<file path="config.mk">
export PLATFORM = sky130hd
export DESIGN_NAME = ucsbece154b_perf_counters_flat
export DESIGN_NICKNAME = d
export VERILOG_FILES = /design/src/rtl/ucsbece154b_perf_counters_pkg.sv /design/src/rtl/ucsbece154b_perf_counters_if.sv /design/src/rtl/ucsbece154b_perf_counters_ch.sv /design/src/rtl/ucsbece154b_perf_counters.sv /design/src/flat_wrapper.sv
export SDC_FILE = /design/constraint.sdc
export NUM_CORES = 1
export LEC_CHECK = 0
export BUFFER_PORTS_ARGS = -buffer_cell sky130_fd_sc_hd__buf_2
export CORE_MARGIN = 2
export CORE_UTILIZATION = 57
export DETAILED_ROUTE_END_ITERATION = 6
export GPL_TIMING_DRIVEN = 0
export PLACE_DENSITY = 0.72
export SYNTH_ARGS = -nofsm -noshare
export SYNTH_HDL_FRONTEND = slang
export SYNTH_SLANG_ARGS = --single-unit
</file>
<file path="constraint.sdc">
create_clock -name clk -period 2.5 [get_ports clk]
set_clock_uncertainty 0.1 [all_clocks]
set_input_delay 0.5 -clock clk [delete_from_list [all_inputs] [get_ports clk]]
set_output_delay 0.5 -clock clk [all_outputs]
set_load 0.01 [all_outputs]
</file>
<file path="src/rtl/ucsbece154b_perf_counters_pkg.sv">
// Shared constants, channel map and helpers for the performance-counter bank.
package ucsbece154b_perf_pkg;

   localparam int PERF_ADDR_W = 5;

   // Fixed channel assignment used by the core when wiring event sources.
   typedef enum logic [PERF_ADDR_W-1:0] {
      CH_CYCLES    = 5'd0,
      CH_INSTR     = 5'd1,
      CH_BRANCH    = 5'd2,
      CH_BRANCH_OK = 5'd3,
      CH_JUMP      = 5'd4,
      CH_JUMP_OK   = 5'd5,
      CH_IC_FETCH  = 5'd6,
      CH_IC_HIT    = 5'd7,
      CH_IC_MISS   = 5'd8,
      CH_STALL     = 5'd9
   } perf_ch_e;

   // True when a read address names an existing channel.
   function automatic logic perf_addr_valid(input logic [PERF_ADDR_W-1:0] addr,
                                            input int num_ch);
      return (int'(addr) < num_ch);
   endfunction

endpackage

</file>
<file path="src/rtl/ucsbece154b_perf_counters_if.sv">
// Control, event and read-port bundle between the core/debug path and the counter bank.
interface ucsbece154b_perf_counters_if
   import ucsbece154b_perf_pkg::*;
#(
   parameter int NUM_CH = 10,
   parameter int CNT_W  = 32,
   parameter int INC_W  = 2
);
   logic                     count_en;
   logic [NUM_CH*INC_W-1:0]  inc_i;
   logic                     clear_i;
   logic                     snap_i;
   logic                     rd_en;
   logic [PERF_ADDR_W-1:0]   rd_addr;
   logic                     rd_shadow;
   logic                     rd_valid;
   logic [CNT_W-1:0]         rd_data;
   logic [NUM_CH-1:0]        ovf_o;

   modport master (
      output count_en, inc_i, clear_i, snap_i, rd_en, rd_addr, rd_shadow,
      input  rd_valid, rd_data, ovf_o
   );

   modport slave (
      input  count_en, inc_i, clear_i, snap_i, rd_en, rd_addr, rd_shadow,
      output rd_valid, rd_data, ovf_o
   );
endinterface

</file>
<file path="src/rtl/ucsbece154b_perf_counters_ch.sv">
// One counter channel: live counter, sticky overflow flag and snapshot shadow register.
module ucsbece154b_perf_counter_ch #(
   parameter int CNT_W    = 32,
   parameter int INC_W    = 2,
   parameter int SATURATE = 0
) (
   input  logic             clk,
   input  logic             reset,
   input  logic             count_en,
   input  logic             clear,
   input  logic             snap,
   input  logic [INC_W-1:0] inc,
   output logic [CNT_W-1:0] cnt,
   output logic [CNT_W-1:0] shadow,
   output logic             ovf
);

   logic [CNT_W-1:0] cnt_r;
   logic [CNT_W-1:0] shadow_r;
   logic             ovf_r;
   logic [CNT_W:0]   sum_s;
   logic [CNT_W-1:0] nxt_s;

   // Next live value: one extra bit catches the carry; saturating builds pin at all-ones.
   always_comb begin
      sum_s = {1'b0, cnt_r} + (CNT_W+1)'(inc);
      if ((SATURATE != 0) && sum_s[CNT_W]) begin
         nxt_s = '1;
      end else begin
         nxt_s = sum_s[CNT_W-1:0];
      end
   end

   // Live counter and sticky overflow; clear wins over counting and drops this cycle's events.
   always_ff @(posedge clk or negedge reset) begin
      if (!reset) begin
         cnt_r <= '0;
         ovf_r <= 1'b0;
      end else if (clear) begin
         cnt_r <= '0;
         ovf_r <= 1'b0;
      end else if (count_en) begin
         cnt_r <= nxt_s;
         ovf_r <= ovf_r | sum_s[CNT_W];
      end else begin
         cnt_r <= cnt_r;
         ovf_r <= ovf_r;
      end
   end

   // Shadow captures the pre-update live value, so a same-cycle clear still snapshots old data.
   always_ff @(posedge clk or negedge reset) begin
      if (!reset) begin
         shadow_r <= '0;
      end else if (snap) begin
         shadow_r <= cnt_r;
      end else begin
         shadow_r <= shadow_r;
      end
   end

   assign cnt    = cnt_r;
   assign shadow = shadow_r;
   assign ovf    = ovf_r;

endmodule

</file>
<file path="src/rtl/ucsbece154b_perf_counters.sv">
// Performance-counter bank: NUM_CH channels plus a one-cycle registered read port.
module ucsbece154b_perf_counters
   import ucsbece154b_perf_pkg::*;
#(
   parameter int NUM_CH   = 10,
   parameter int CNT_W    = 32,
   parameter int INC_W    = 2,
   parameter int SATURATE = 0
) (
   input  logic                        clk,
   input  logic                        reset,
   ucsbece154b_perf_counters_if.slave  bus
);

   logic [CNT_W-1:0]  cnt_s    [NUM_CH];
   logic [CNT_W-1:0]  shadow_s [NUM_CH];
   logic [NUM_CH-1:0] ovf_s;
   logic [CNT_W-1:0]  rd_sel_s;
   logic              rd_addr_ok_s;
   logic              rd_valid_r;
   logic [CNT_W-1:0]  rd_data_r;

   for (genvar k = 0; k < NUM_CH; k++) begin : g_ch
      ucsbece154b_perf_counter_ch #(
         .CNT_W    (CNT_W),
         .INC_W    (INC_W),
         .SATURATE (SATURATE)
      ) u_ch (
         .clk      (clk),
         .reset    (reset),
         .count_en (bus.count_en),
         .clear    (bus.clear_i),
         .snap     (bus.snap_i),
         .inc      (bus.inc_i[k*INC_W +: INC_W]),
         .cnt      (cnt_s[k]),
         .shadow   (shadow_s[k]),
         .ovf      (ovf_s[k])
      );
   end

   // Read mux: OR of one-hot selected channels; addresses past the last channel select nothing.
   always_comb begin
      rd_sel_s     = '0;
      rd_addr_ok_s = perf_addr_valid(bus.rd_addr, NUM_CH);
      for (int k = 0; k < NUM_CH; k++) begin
         rd_sel_s = rd_sel_s |
                    ((bus.rd_addr == PERF_ADDR_W'(k)) ?
                     (bus.rd_shadow ? shadow_s[k] : cnt_s[k]) : '0);
      end
   end

   // Read port registers: data sampled before this cycle's update, held while idle.
   always_ff @(posedge clk or negedge reset) begin
      if (!reset) begin
         rd_valid_r <= 1'b0;
         rd_data_r  <= '0;
      end else begin
         rd_valid_r <= bus.rd_en;
         if (bus.rd_en) begin
            rd_data_r <= rd_addr_ok_s ? rd_sel_s : '0;
         end else begin
            rd_data_r <= rd_data_r;
         end
      end
   end

   assign bus.rd_valid = rd_valid_r;
   assign bus.rd_data  = rd_data_r;
   assign bus.ovf_o    = ovf_s;

endmodule

</file>
<file path="src/flat_wrapper.sv">
// flat-port wrapper written by rule: the top's interface ports become plain ports
module ucsbece154b_perf_counters_flat import ucsbece154b_perf_pkg::*;
#(
   parameter int NUM_CH   = 10,
   parameter int CNT_W    = 32,
   parameter int INC_W    = 2,
   parameter int SATURATE = 0
)
  (clk, reset, bus_count_en, bus_inc_i, bus_clear_i, bus_snap_i, bus_rd_en, bus_rd_addr, bus_rd_shadow, bus_rd_valid, bus_rd_data, bus_ovf_o);
  ucsbece154b_perf_counters_if #(.NUM_CH(NUM_CH), .CNT_W(CNT_W), .INC_W(INC_W)) bus_i ();
  input  logic clk;
  input  logic reset;
  input wire logic [$bits(bus_i.count_en)-1:0] bus_count_en;
  input wire logic [$bits(bus_i.inc_i)-1:0] bus_inc_i;
  input wire logic [$bits(bus_i.clear_i)-1:0] bus_clear_i;
  input wire logic [$bits(bus_i.snap_i)-1:0] bus_snap_i;
  input wire logic [$bits(bus_i.rd_en)-1:0] bus_rd_en;
  input wire logic [$bits(bus_i.rd_addr)-1:0] bus_rd_addr;
  input wire logic [$bits(bus_i.rd_shadow)-1:0] bus_rd_shadow;
  output wire logic [$bits(bus_i.rd_valid)-1:0] bus_rd_valid;
  output wire logic [$bits(bus_i.rd_data)-1:0] bus_rd_data;
  output wire logic [$bits(bus_i.ovf_o)-1:0] bus_ovf_o;
  assign bus_i.count_en = bus_count_en;
  assign bus_i.inc_i = bus_inc_i;
  assign bus_i.clear_i = bus_clear_i;
  assign bus_i.snap_i = bus_snap_i;
  assign bus_i.rd_en = bus_rd_en;
  assign bus_i.rd_addr = bus_rd_addr;
  assign bus_i.rd_shadow = bus_rd_shadow;
  assign bus_rd_valid = bus_i.rd_valid;
  assign bus_rd_data = bus_i.rd_data;
  assign bus_ovf_o = bus_i.ovf_o;
  ucsbece154b_perf_counters #(.NUM_CH(NUM_CH), .CNT_W(CNT_W), .INC_W(INC_W), .SATURATE(SATURATE)) u_core (.clk(clk), .reset(reset), .bus(bus_i));
endmodule
</file>
Word level (Yosys, flattened, before mapping)

Index checks and enable logic that the tools add are counted.

Add/sub/neg operators: 10
Shifts and indexed selects: 0
Equality and inequality tests: 9
Div/mod/pow operators: 0
Magnitude comparators: 1
Reductions and logical operators: 2
Bitwise gates (word level): 19
$mul: 0
Muxes and demuxes: 61

Operators by type and width:

| operator                                                                      | count |
|---|---|
| 32-bit two-way mux                                                            | 41 |
| 32-bit by 2-bit adder with 33-bit output                                      | 10 |
| 32-bit OR                                                                     | 9 |
| 5-bit by 3-bit == test with 1-bit output (second input constant)              | 4 |
| 1-bit two-way mux                                                             | 20 |
| 5-bit by 2-bit == test with 1-bit output (second input constant)              | 2 |
| 5-bit by 4-bit == test with 1-bit output (second input constant)              | 2 |
| 1-bit OR                                                                      | 10 |
| 5-bit by 1-bit == test with 1-bit output (second input constant)              | 1 |
| 5-bit zero test                                                               | 1 |
| 5-bit by 4-bit less-than comparator with 1-bit output (second input constant) | 1 |
| 2-bit nonzero test                                                            | 1 |

Bits in latches: 0
Bits in registers: 683
Memory bits (writable): 0
Memories kept: 0
Memory bits (read-only): 0
Logic and storage cells: 134

Longest topological paths before layout

Depth after elaboration: 12
Gate-level depth with buffers: 8
Mapped depth without buffers: 7

Hierarchy

A second synthesis with hierarchy kept.

Cells, all modules: 3353
Area, all modules: 37158.1 um^2

Modules (own cells, without submodules):

| module                                                | times used | area each (um^2) | cells each |
|---|---|---|---|
| ucsbece154b_perf_counter_ch (u_core.g_ch[0].u_ch ...) | 9          | 3024.2           | 261 |
| ucsbece154b_perf_counters                             | 1          | 6887.9           | 752 |
| ucsbece154b_perf_counter_ch (u_core.g_ch[5].u_ch)     | 1          | 3052.9           | 252 |

Least setup slack after synthesis

OpenSTA, ideal clock, no wires.

Path type: input port to flip-flop
Start point: in bus_inc_i[4]
End point: reg u_core.g_ch[2].u_ch.cnt_r[28]
Stages: 7
Buffers on the path: 0
Data required time: 2.268 ns
Arrival time: 2.332 ns
Setup slack: -0.064 ns
Library setup time: 0.132 ns
Cell sequence: ha_1 fa_1 o2111ai_2 or4_2 nor4_1 xnor2_1 nor2_1

Longest elaborated chain between the ends: 3

RTL lines:

| item                                     | RTL line                           | source |
|---|---|---|
| start: declaration                       | flat_wrapper.sv:14                 | `input wire logic [$bits(bus_i.inc_i)-1:0] bus_inc_i;` |
| 32-bit by 2-bit adder with 33-bit output | ucsbece154b_perf_counters_ch.sv:26 | `sum_s = {1'b0, cnt_r} + (CNT_W+1)'(inc);` |
| 32-bit two-way mux                       | ucsbece154b_perf_counters_ch.sv:42 | `end else if (count_en) begin` |
| 32-bit two-way mux                       | ucsbece154b_perf_counters_ch.sv:39 | `end else if (clear) begin` |
| end signal: assignment                   | ucsbece154b_perf_counters_ch.sv:43 | `cnt_r <= nxt_s;` |
| end signal: assignment                   | ucsbece154b_perf_counters_ch.sv:46 | `cnt_r <= cnt_r;` |
| end: declaration                         | ucsbece154b_perf_counters_ch.sv:18 | `logic [CNT_W-1:0] cnt_r;` |

Every way passes these cells. The select of a mux whose other input is x is not followed.
A chain may end at the register's enable or synchronous reset.

Final worst setup path

Start point: in bus_rd_addr[3]
End point: reg u_core.rd_data_r[11] (netlist: u_core.bus.rd_data[11])

Longest elaborated chain between the ends: 12
Elaborated cells on any way between the ends: 31

RTL lines:

| item                                                                               | RTL line                        | source |
|---|---|---|
| start: declaration                                                                 | flat_wrapper.sv:18              | `input wire logic [$bits(bus_i.rd_addr)-1:0] bus_rd_addr;` |
| 5-bit by 1-bit == test with 1-bit output / 5-bit zero test (equally long branches) | ucsbece154b_perf_counters.sv:47 | `((bus.rd_addr == PERF_ADDR_W'(k)) ?` |
| 32-bit two-way mux                                                                 | ucsbece154b_perf_counters.sv:47 |  |
| 32-bit OR (9 in series)                                                            | ucsbece154b_perf_counters.sv:46 | `rd_sel_s = rd_sel_s \|` |
| 32-bit two-way mux (*)                                                             | ucsbece154b_perf_counters.sv:60 | `rd_data_r <= rd_addr_ok_s ? rd_sel_s : '0;` |
| end signal: assignment                                                             | ucsbece154b_perf_counters.sv:60 |  |
| end signal: assignment                                                             | ucsbece154b_perf_counters.sv:62 | `rd_data_r <= rd_data_r;` |
| end: declaration                                                                   | ucsbece154b_perf_counters.sv:21 | `logic [CNT_W-1:0] rd_data_r;` |

Mark *: on every way between the ends. The rest lies on a longest branch, timed or not.

==> results.toml <==
[power]
p_leak_uw = 0.0180
power_density_nw_per_um2 = 623
peakVddDrop_mv = 0.506
power_uw = 24700

[drt]
dr.max_layer_used = "met5"
drt-total-wl_mm = 129
vias = 27900
drc = 0
dr.pass1.iters = 6
drt_iter0_markers = 3404
post_drt_via_cell_ratio = 6.66
dr_wl_met2_mm = 54.6
route.met3.wl_mm = 14.5
wl_per_cell_um = 30.8
antenna_left = 0
wl_met1_mm = 50.4

[clock_tree]
cts_tree = "built"
clkTransAtPathRegs_ns = 0.06
insertion_delay_ns = 0.65
ctsRootBufferMaster = "clkbuf_16"
cts_buffer_depth = 3
htree_levels = 3
cts.sinks = 683
cts_buffers = 76

[cells_and_area]
design_area_sq_um = 39600
final-seq-area_sq_um = 17100
nFillCells = 4642
drive_gt1_share_pct = 21.3
nets = 3403
multi_input_area_sq_um = 17000
syn2layout_area_growth_pct = 14.3

[worst_setup_path]
worstPathArrival_ns = 2.98
crit_end = "u_core.bus.rd_data[11]"
reg2reg_depth = 5
path_class = "in -> reg"
ff2ff_setup_slack_ns = -0.09
worstPathCellList = "buf_2 > or3_1 > or2_2 > clkbuf_1 > clkbuf_2 > o22ai_1 > nor3_2 > o221ai_1"
critical-path-top-delay-family = "simple AND/OR/NAND/NOR gates"
crit_fanout = 10
critPathLaunch = "bus_rd_addr[3]"
start_kind = "input port"
timing.rr.end = "u_core.g_ch[0].u_ch.cnt[25]"
cp.required_ns = 2.88
slowest_delay_ns = 0.45
r2r-start = "u_core.g_ch[0].u_ch.cnt[7]"
cp.depth = 8
critPathBufInv = 3
slowest_stage = "o22ai_1"
endpoint_kind = "flop"

[die]
dieArea_sq_um = 62800
placementRows = 90
start_util_pct = 57.6
die_w_um = 251
core_area_sq_um = 60200
fp.dieH_um = 251
num_io_pins = 75

[timing]
fin_crit_ns = 2.60
finalHoldViolations = 0
finalSetupViolations = 38
fin_crit_sh_pct = 104
rsz0062_at_grt = "true"
whs_ns = 0.142
fmax_mhz = 385
slew_violations = 0
setup_slack_ns = -0.100
slew_headroom_pct = 18.2
worst_pin_slew_ns = 1.23

[synth]
syn-num-nets = 3229
yosys-top-cells-count = "dfrtp_1 (683), mux2i_1 (340), nor2_1 (332)"
synth_most_common_cell = "dfrtp_1"
synth-seq-area-share_pct = 49.3
synth_flop_cell = "dfrtp_1"
synth_edf_count = 0
synth_top_area_cell = "dfrtp_1"
synthCells = 3167
netlist_area_sq_um = 34700
ys_types = 51
async_reset_ff_share_pct = 100
synthTopCellsByArea = "dfrtp_1 (49%), mux2_2 (10%), mux2i_1 (9.8%)"
synth.top_cell.area_share_pct = 49.3
yosysWarnings = 0
postSynthAreaPerCell_sq_um = 10.9
synth-seq-cells = 683

[placement]
routabilityCongestion = 1.10
port_buffers = 72
hpwl_mm = 94.5
pre_cts_ws_ns = -2.02
place_area_sq_um = 36200

[global_route]
grt_pass1_wl_mm = 185
grt_pass1_vias = 26800
grt_max_degree = 117
grt.total_usage_pct = 41.1
overflow = 0
antenna_found_initial = 10

[flow_run]
max_cap_viol_count = 0

[status]
status = "complete, but fails checks"
violations = "negative setup slack"

[hold_path]
hold_class = "in -> reg"
holdPathStages = 4
[worst min-delay path, delay by kind of cell]
| family | cells | cell delay (ns) |
|---|---|---|
| fa+ha+maj | 1 | 0.12 |
| buf+inv | 1 | 0.08 |
| simple gates | 1 | 0.08 |
| mux | 1 | 0.07 |
[placed cells by master, fill, tap and decap left out, types with 7 or more instances in the layout]
cell type  Yosys  final
fa_1          10      9
nor3_1        76     62
nand3_1       92     91
nor4_2         3     11
o22ai_2        0      8
or2_2          9      9
nor3_2         0     12
nor4_1        38     20
nor2_1       332    331
o22ai_1      160    151
clkbuf_16      0     77
buf_4         11     40
nand4_1      118    118
bufinv_16      0      8
o21ai_0       57     57
nor4_4         0     10
xnor2_1       83     83
clkbuf_8       0     18
or4_1          7      7
buf_2          5     95
and4_1        31     31
clkbuf_2       1     36
and3_1        50     50
and2_1        14     14
mux2i_1      340    323
or3_1         31     28
dfrtp_1      683    677
mux2i_2        0     14
ha_1          20     20
a21oi_1       35     35
mux2_2       321    321
o221ai_1      32     32
xor2_1       189    189
buf_1         42      8
nand2_1      110    110
clkbuf_1     159    128
inv_1         58     58
clkinv_2       0     15
[sequential cells by signal, summed over array words and instances (netlist names)]
register	flops
u_core.g_ch.u_ch.cnt	320
u_core.bus.rd_valid	1
u_core.bus.rd_data	32
u_core.g_ch.u_ch.ovf	10
u_core.g_ch.u_ch.shadow	320
[repair_timing]
action,in CTS,in global routing
endpoints found under the setup margin,361,175
buffers inserted,4,12
pin swaps,2,6
hold buffers,2,0
hold endpoints to repair,42,0
resized for setup,189,89
[worst min path at each step]
| stage | endpoint | slack, ns | startpoint |
|---|---|---|---|
| floorplan | u_core.bus.rd_data[0] | 0.10 | reset |
| global placement | u_core.g_ch[6].u_ch.shadow[27] | 0.39 | u_core.g_ch[6].u_ch.shadow[27] |
| detailed placement | u_core.g_ch[3].u_ch.cnt[15] | 0.33 | reset |
| CTS | u_core.g_ch[8].u_ch.cnt[0] | 0.14 | bus_inc_i[16] |
| global route | u_core.g_ch[2].u_ch.cnt[0] | 0.15 | bus_inc_i[4] |
| finish | u_core.g_ch[8].u_ch.cnt[0] | 0.14 | bus_inc_i[16] |
[through the flow]
step / setup TNS (ns) / std cells / util, %
CTS: -0.169 / 4172 / 65.2
global route: -1.29 / 4184 / 65.8
global placement: -9654.50 / 4021 / 59.8
finish: -1.20 / 4189 / 65.8
detailed placement: -604.12 / 4028 / 60.1
floorplan: 0 / 3167 / -
[final cells by class]
cell class                 instances  share of cell area (%)
antenna                            5                  0.0316
buffer                           217                    2.62
clock buffer                     108                    5.61
clock inverter                    31                   0.966
inverter                          58                   0.549
multi-input combinational       2208                    42.9
sequential                       683                    43.2
tap                              782                    2.47
timing repair buffer              97                    1.74
[cell families (layout without fill, tap and decap cells)]
logic type / Yosys count / in the layout / synth area share, %
flip-flops: 683 / 683 / 49.3
buffers and inverters: 276 / 511 / 3.13
AO/OA/AOI/OAI: 308 / 308 / 5.60
adder cells (fa/ha/maj): 30 / 30 / 1.30
AND/OR/NAND/NOR: 937 / 937 / 13.6
multiplexers: 661 / 661 / 20.2
other: 0 / 5 / 0
XOR/XNOR: 272 / 272 / 6.87
[layer usage]
metal | global-route usage (%) | vias up
li1 | - | 11700
met5 | 0 | -
met1 | 55.4 | 14200
met3 | 11.8 | 381
met2 | 58.8 | 1575
met4 | 25.5 | 8
[power by group]
part | leakage, uW | total (uW) | internal, uW | switching [uW]
Combinational | 0.00722 | 1610 | 466 | 1140
Sequential | 0.00950 | 11300 | 11200 | 97.7
Clock | 0.00129 | 11800 | 7040 | 4800
No activity file was read; power rests on OpenSTA's default activity.
